===== config.mk =====
export PLATFORM = sky130hd
export DESIGN_NAME = tt_ctrl_seq
export DESIGN_NICKNAME = d
export VERILOG_FILES = /design/src/rtl/tt_ctrl_seq.sv
export SDC_FILE = /design/constraint.sdc
export NUM_CORES = 1
export LEC_CHECK = 0
export CAP_MARGIN = 20
export CORE_ASPECT_RATIO = 1.1
export CORE_MARGIN = 3
export CORE_UTILIZATION = 47
export CTS_CLUSTER_DIAMETER = 50
export DETAILED_ROUTE_END_ITERATION = 10
export GPL_TIMING_DRIVEN = 0
export MAX_ROUTING_LAYER = met4
export PLACE_DENSITY = 0.71
export SYNTH_ARGS = -nofsm -noshare
export SYNTH_HDL_FRONTEND = slang
export SYNTH_SLANG_ARGS = --single-unit

===== constraint.sdc =====
create_clock -name clk -period 5.8 [get_ports clk]
set_clock_uncertainty 0.15 [all_clocks]
set_input_delay 0.58 -clock clk [delete_from_list [all_inputs] [get_ports clk]]
set_output_delay 0.58 -clock clk [all_outputs]
set_load 0.01 [all_outputs]

===== src/rtl/tt_ctrl_seq.sv =====
// -----------------------------------------------------------------------------
// tt_ctrl_seq
//
// Purpose: sequences the external design-select mux controller. A request names
// a target design address. The block first disables the current design, then
// steps the mux select counter to the target using reset and increment pulses.
// Finally it re-enables the design if the request asked for that. Every output
// is a flop, so the controller inputs never glitch.
//
// Configuration macro: TT_CTRL_SEQ_INCREMENTAL_EN
//   undefined : every request clears the select counter and counts up from 0.
//   defined   : if the target is at or above the current address, the block
//               counts up from where it is and skips the counter reset.
//
// Ports:
//   clk             in   single clock, rising edge
//   rst             in   synchronous, active-high reset
//   req_valid       in   request strobe (only sampled while req_ready=1)
//   req_addr        in   target design address [ADDR_W-1:0]
//   req_ena         in   1 = enable the design after selection
//   req_ready       out  high only while idle
//   busy            out  high in every state except idle
//   done            out  one-cycle pulse when a sequence completes
//   cur_addr        out  shadow copy of the mux select counter [ADDR_W-1:0]
//   ctrl_sel_rst_n  out  mux select counter clear (active low)
//   ctrl_sel_inc    out  mux select counter increment pulse
//   ctrl_ena        out  design enable; holds its value between requests
// -----------------------------------------------------------------------------
module tt_ctrl_seq #(
  parameter int ADDR_W  = 10,
  parameter int PULSE_W = 2,
  parameter int RST_W   = 4
) (
  input  logic              clk,
  input  logic              rst,
  input  logic              req_valid,
  input  logic [ADDR_W-1:0] req_addr,
  input  logic              req_ena,
  output logic              req_ready,
  output logic              busy,
  output logic              done,
  output logic [ADDR_W-1:0] cur_addr,
  output logic              ctrl_sel_rst_n,
  output logic              ctrl_sel_inc,
  output logic              ctrl_ena
);

  // One phase counter serves the DIS, RST, INC_H and INC_L phases.
  localparam int CNT_MAX = (PULSE_W > RST_W) ? PULSE_W : RST_W;
  localparam int CNT_W   = (CNT_MAX > 1) ? $clog2(CNT_MAX) : 1;
  localparam logic [CNT_W-1:0] PULSE_LAST = CNT_W'(PULSE_W - 1);
  localparam logic [CNT_W-1:0] RST_LAST   = CNT_W'(RST_W - 1);

  typedef enum logic [2:0] {
    S_IDLE, S_DIS, S_RST, S_INC_H, S_INC_L, S_FIN
  } state_e;

  state_e              state_q, state_d;
  logic [CNT_W-1:0]    cnt_q, cnt_d;
  logic [ADDR_W-1:0]   target_q, target_d;
  logic                ena_q, ena_d;
  logic [ADDR_W-1:0]   remaining_q, remaining_d;
  logic [ADDR_W-1:0]   cur_addr_q, cur_addr_d;
  logic                sel_rst_n_q, sel_rst_n_d;
  logic                sel_inc_q, sel_inc_d;
  logic                ctrl_ena_q, ctrl_ena_d;
  logic                done_q, done_d;
  logic                busy_q, busy_d;
  logic                ready_q, ready_d;

  // NOTE: every signal driven here gets a default first, so no path can leave
  // one unassigned and infer a latch.
  always_comb begin
    state_d     = state_q;
    cnt_d       = cnt_q + CNT_W'(1);
    target_d    = target_q;
    ena_d       = ena_q;
    remaining_d = remaining_q;
    cur_addr_d  = cur_addr_q;

    unique case (state_q)
      S_IDLE: begin
        cnt_d = '0;
        // ready_q is high only in idle, so this is the accept handshake.
        if (req_valid && ready_q) begin
          target_d = req_addr;
          ena_d    = req_ena;
          state_d  = S_DIS;
        end
      end

      S_DIS: begin
        if (cnt_q == PULSE_LAST) begin
          cnt_d = '0;
`ifdef TT_CTRL_SEQ_INCREMENTAL_EN
          if (target_q >= cur_addr_q) begin
            if (target_q == cur_addr_q) begin
              state_d = S_FIN;
            end else begin
              // This is the entry to the first pulse, so one step is taken
              // on the way in.
              state_d     = S_INC_H;
              cur_addr_d  = cur_addr_q + ADDR_W'(1);
              remaining_d = target_q - cur_addr_q - ADDR_W'(1);
            end
          end else begin
            state_d     = S_RST;
            cur_addr_d  = '0;
            remaining_d = target_q;
          end
`else
          state_d     = S_RST;
          cur_addr_d  = '0;
          remaining_d = target_q;
`endif
        end
      end

      S_RST, S_INC_L: begin
        if (cnt_q == ((state_q == S_RST) ? RST_LAST : PULSE_LAST)) begin
          cnt_d = '0;
          if (remaining_q != '0) begin
            // The shadow advances when the increment pulse rises.
            state_d     = S_INC_H;
            cur_addr_d  = cur_addr_q + ADDR_W'(1);
            remaining_d = remaining_q - ADDR_W'(1);
          end else begin
            state_d = S_FIN;
          end
        end
      end

      S_INC_H: begin
        if (cnt_q == PULSE_LAST) begin
          cnt_d   = '0;
          state_d = S_INC_L;
        end
      end

      S_FIN: begin
        cnt_d   = '0;
        state_d = S_IDLE;
      end

      default: begin
        cnt_d   = '0;
        state_d = S_IDLE;
      end
    endcase

    // The outputs are decoded from the next state and then registered, so
    // they change on the same edge as the state.
    sel_rst_n_d = (state_d != S_RST);
    sel_inc_d   = (state_d == S_INC_H);
    done_d      = (state_d == S_FIN);
    busy_d      = (state_d != S_IDLE);
    ready_d     = (state_d == S_IDLE);
    unique case (state_d)
      S_IDLE:  ctrl_ena_d = ctrl_ena_q;
      S_FIN:   ctrl_ena_d = ena_q;
      default: ctrl_ena_d = 1'b0;
    endcase
  end

  // NOTE: state updates use non-blocking assignments, so every flop samples
  // the values from before the edge and the evaluation order does not matter.
  always_ff @(posedge clk) begin
    if (rst) begin
      state_q     <= S_IDLE;
      cnt_q       <= '0;
      target_q    <= '0;
      ena_q       <= 1'b0;
      remaining_q <= '0;
      cur_addr_q  <= '0;
      sel_rst_n_q <= 1'b0;
      sel_inc_q   <= 1'b0;
      ctrl_ena_q  <= 1'b0;
      done_q      <= 1'b0;
      busy_q      <= 1'b0;
      ready_q     <= 1'b0;
    end else begin
      state_q     <= state_d;
      cnt_q       <= cnt_d;
      target_q    <= target_d;
      ena_q       <= ena_d;
      remaining_q <= remaining_d;
      cur_addr_q  <= cur_addr_d;
      sel_rst_n_q <= sel_rst_n_d;
      sel_inc_q   <= sel_inc_d;
      ctrl_ena_q  <= ctrl_ena_d;
      done_q      <= done_d;
      busy_q      <= busy_d;
      ready_q     <= ready_d;
    end
  end

  assign req_ready      = ready_q;
  assign busy           = busy_q;
  assign done           = done_q;
  assign cur_addr       = cur_addr_q;
  assign ctrl_sel_rst_n = sel_rst_n_q;
  assign ctrl_sel_inc   = sel_inc_q;
  assign ctrl_ena       = ctrl_ena_q;

endmodule


**Word level (Yosys, flattened, before mapping)**

Cells that the tools add are included.

- Output and inout bits: 16
- Register bits: 42

- Mux-type cells: 19
- Eq/ne operators: 12
- Add/sub/neg operators: 3
- Reduce and logical (&&, ||, !) cells: 10

Operators by type and width:

| kind | number |
|---|---|
| two-way mux 10 bit | 6 |
| case mux 10 bit (2 select lines) | 2 |
| two-way mux 3 bit | 5 |
| case mux 3 bit (4 select lines) | 1 |
| adder 10 x 1 -> 10 bit (second input constant) | 1 |
| nonzero test 10 bit | 1 |
| subtractor 10 x 1 -> 10 bit (second input constant) | 1 |
| equality test 3 x 2 -> 1 bit (second input constant) | 3 |
| equality test 3 bit (second input constant) | 2 |
| zero test 3 bit | 2 |
| two-way mux 2 bit | 3 |
| != test 2 bit (second input constant) | 3 |
| case mux 2 bit (2 select lines) | 1 |
| AND reduction 4 bit | 1 |
| OR reduction 2 bit | 2 |
| equality test 3 x 1 -> 1 bit (second input constant) | 1 |
| != test 3 x 2 -> 1 bit (second input constant) | 1 |
| nonzero test 3 bit | 1 |
| adder 2 x 1 -> 2 bit (second input constant) | 1 |
| equality test 2 x 1 -> 1 bit (second input constant) | 1 |
| equality test 2 bit | 1 |
| case mux 1 bit (2 select lines) | 1 |
| AND reduction 2 bit | 1 |
| nonzero test 2 bit | 1 |
| logical AND 1 bit | 1 |

**Longest topological paths before layout**

- Depth in word-level cells: 7
- Depth in mapped cells: 9
- Depth with buffers taken out: 7

**Least setup slack after synthesis**

OpenSTA, ideal clock, no wires.

- Path kind: flip-flop to flip-flop
- From: register remaining_q[0]
- To: register ctrl_ena_q, in the netlist ctrl_ena
- Cell stages (with the launch flop): 9
- Buffers on the path: 1
- Period minus slack after synthesis: 1.992 ns
- Setup slack: 3.808 ns
- Arrival: 1.762 ns
- Library setup time: 0.080 ns
- Path through: dfxtp_1 -> inv_1 -> ha_1 -> nor4b_4 -> and3_1 -> buf_4 -> a21boi_2 -> or3b_1 -> a211oi_2

- Longest elaborated chain between the ends: 6
- Elaborated cells on any way between the ends: 7
- Classes of those cells: 1 x eq/ne; 4 x mux; 2 x reduce/logical

RTL lines:

| element | RTL line | source |
|---|---|---|
| from (decl) | 62 | `logic [ADDR_W-1:0] remaining_q, remaining_d;` |
| from (signal assigned) | 186 | `remaining_q <= remaining_d;` |
| nonzero test 10 bit * | 122 | `if (remaining_q != '0) begin` |
| two-way mux 3 bit * | 122 |  |
| two-way mux 3 bit * | 120 | `if (cnt_q == ((state_q == S_RST) ? RST_LAST : PULSE_LAST)) begin` |
| case mux 3 bit (4 select lines) * | 81 | `unique case (state_q)` |
| equality test 3 bit or zero test 3 bit (tied branches) | 158 | `unique case (state_d)` |
| case mux 1 bit (2 select lines) | 158 |  |
| to (signal assigned) | 190 | `ctrl_ena_q <= ctrl_ena_d;` |
| to (decl) | 66 | `logic ctrl_ena_q, ctrl_ena_d;` |

Every way passes the cells marked *; elsewhere a longest branch is shown, timed or not.
A chain may end at the register's enable or synchronous reset.

**Final worst setup path**

Ends and elaborated chain as after synthesis.

==> run metrics <==
Post-Route Setup TNS=0 ns; required time worst endpoint=between 5 and 6 ns; slew at the pin closest to its max-slew limit=approximately 0.63 ns; die width=69.2 µm; via-per-instance ratio=5.47; area delta synth->final=20.6%; Net Count, Synth=260; FF+latch count, synth=42; post_cts resized=0; post-route clock period utilization=about two fifths; largest net degree at the start of global routing=13; postcts setup bufs=0; YS warnings=0; # setup viols final=0; Core Region=~4100 µm²; Vias=around 1,800; Cells after Synth=242; count of different cell masters after synthesis=54; DP Wirelength=around 3.3 mm; CP Max Fanout=10; Period minus WS final=approximately 2.3 ns; R2R Path Start=remaining_q[0]$_SDFFE_PP0P_; Ant. Diodes=0; CTS tree=built; Final Hold Viols=0; IO Pins=30; status=complete, no violations; area of the die=about 5200 µm²; clock sinks=42; RSZ-0062 raised after global routing=no; mapped cell area=a little over 2000 µm²; Initial DRT Pass Iterations=4; Max Fclk=approximately 430 MHz; Min-Delay Path Depth=2; total CTS buffers=5; Hold Buf Count CTS=0; GRT Overall Usage=about a fifth; layout cell share with drive strength beyond 1=9.39%; total gr overflow=0; RR Endpoint=ctrl_ena$_SDFFE_PP0P_; pwr dens=214 nW/µm²; Critical Path Sink Type=flip-flop; max-slew violations=0; Clock Path Buffers=2; WL/cell=13.7 µm; fin cells=329; asr flop ratio synth=0%; Clock Latency Late Sink=0.29 ns; DRC violations left=0; Main synth FF type=dfxtp_1; DRT iter0 DRCs=110; Post-DRT Antenna Nets=0; CTS H-tree depth=2; routability congestion estimate=~0.84; vias in the first global route=1,721; Max-Cap Viols=0; EDFF count, synth=0; Nets=295; Worst Setup Path Type=reg -> reg; Layout fillers=~400; Die Ht=approximately 75 µm; sequential share of the synthesized area=between 40% and 50%; PortBufs=28; Worst VDD drop=0.145 mV; Cells after DPL=roughly 320; drt total wl=4.49 mm; Pleak=slightly below 0.9 nW; R2R depth=9; Mean Syn Cell Area=8.52 µm²; Clock Pin Slew Worst Setup and Hold Paths=0.08 ns; Worst R2R Setup Slack=approximately 3.5 ns; startpoint types=flip-flop; first-pass GRT wire length=approximately 7.6 mm; effective utilization at floorplan=~50%; Hold WC Path Type=reg -> reg; Rel. slew slack=between 50% and 60%; Rows=24; Worst Min Path Start=cur_addr[9]$_SDFFE_PP0P_; WHS Endpoint=cur_addr[9]$_SDFFE_PP0P_; initial antenna violation count=0; Critical Path AT=2.39 ns; root buffer cell=clkbuf_8
-- final cells by class --
cell class                 count  area, µm²  area share [%]
buffer                        16       81.3            3.27
clock buffer                   5       68.8            2.77
clock inverter                 2       10.0           0.403
inverter                       7       26.3            1.06
multi-input combinational    177       1110            44.8
sequential                    42        841            33.8
tap                           52       65.1            2.62
timing repair buffer          28        280            11.3
-- routing by layer --
layer  part of all wire, %  track usage [%]
met3                   3.7             4.35
met2                    48             32.3
met4                   1.6             7.38
met5                     0                -
met1                    46             21.2
-- logic make-up after synthesis --
kind of cell | count (synthesis) | synth area share, %
flip-flops | 42 | 40.8
AND/OR/NAND/NOR | 102 | 27.7
multiplexers | 11 | 5.34
adder cells (fa/ha/maj) | 4 | 2.43
XOR/XNOR | 4 | 1.70
buffers and inverters | 23 | 5.22
AO/OA/AOI/OAI | 56 | 16.9
-- cells in the mapped netlist, drive strengths merged, types with 2 or more instances --
library cell | number | share of area (%)
o21ai | 17 | 4.1
nor2 | 27 | 4.9
o211ai | 2 | 0.73
and3 | 3 | 0.91
and2 | 3 | 0.91
a21oi | 21 | 5.3
ha | 4 | 2.4
nor3b | 5 | 2.1
nor4 | 4 | 1.5
clkbuf | 7 | 1.3
or4 | 2 | 0.73
or3 | 5 | 1.5
dfxtp | 42 | 41
o21a | 2 | 0.79
inv | 7 | 1.3
a31oi | 2 | 0.61
mux2i | 11 | 5.3
a32o | 2 | 0.97
nor3 | 9 | 2.7
or2 | 2 | 0.61
nor2b | 4 | 1.2
a21o | 2 | 0.73
a211oi | 2 | 0.97
buf | 9 | 2.7
xnor2 | 4 | 1.7
nand2 | 17 | 3.2
nand3 | 12 | 2.9
-- worst max path at each step --
| stage | slack [ns] | to | start | cells past startpoint |
|---|---|---|---|---|
| floorplan | 3.81 | ctrl_ena$_SDFFE_PP0P_ | remaining_q[0]$_SDFFE_PP0P_ | 8 |
| global placement | 3.45 | ctrl_ena$_SDFFE_PP0P_ | req_valid | 6 |
| detailed placement | 3.45 | ctrl_ena$_SDFFE_PP0P_ | req_valid | 6 |
| CTS | 3.48 | ctrl_sel_rst_n$_SDFF_PP0_ | remaining_q[0]$_SDFFE_PP0P_ | 9 |
| global route | 3.30 | ctrl_sel_rst_n$_SDFF_PP0_ | remaining_q[0]$_SDFFE_PP0P_ | 9 |
| finish | 3.48 | ctrl_ena$_SDFFE_PP0P_ | remaining_q[0]$_SDFFE_PP0P_ | 9 |
-- cell usage in the layout (no fill, tap or decap), types with 5 or more instances in the layout --
cell type	n
a21oi_1	20
buf_2	5
clkbuf_1	7
clkbuf_8	5
clkdlybuf4s50_1	28
dfxtp_1	42
inv_1	7
mux2i_1	11
nand2_1	16
nand3_1	12
nor2_1	27
nor3_1	7
o21ai_0	5
o21ai_1	12
or3_1	5
-- sequential cells by signal, summed over array words and instances (netlist names) --
register,cells
busy,1
cnt_q,2
ctrl_ena,1
ctrl_sel_inc,1
ctrl_sel_rst_n,1
cur_addr,10
done,1
ena_q,1
remaining_q,10
req_ready,1
state_q,3
target_q,10
-- stage by stage --
step	power (mW)	instance area, µm²	setup WS, ns	util (%)	hold slack, ns
after global routing	0.558	2490	3.30	60.9	0.355
after detailed placement	0.361	2410	3.45	58.9	0.328
final	0.532	2490	3.48	60.9	0.335
after global placement	0.361	2410	3.45	58.9	0.317
after CTS	0.541	2490	3.48	60.9	0.340
after floorplan	0.340	2060	3.81	-	0.301
-- power breakdown --
group	internal (mW)	switching (mW)	total (mW)
Clock	0.0808	0.0962	0.177
Sequential	0.296	0.00443	0.301
Combinational	0.0258	0.0281	0.0539
Total	0.403	0.129	0.532
-- worst max-delay path, cell delays in order, from the launching register on --
cell and delay [ns]:
dfxtp_1 0.34, inv_1 0.08, ha_1 0.22, nor4b_4 0.34
nand3_1 0.20, a21oi_2 0.28, buf_4 0.23, buf_6 0.17
nand2_2 0.09, a211oi_2 0.14
Power figures use the tool's default switching activity.
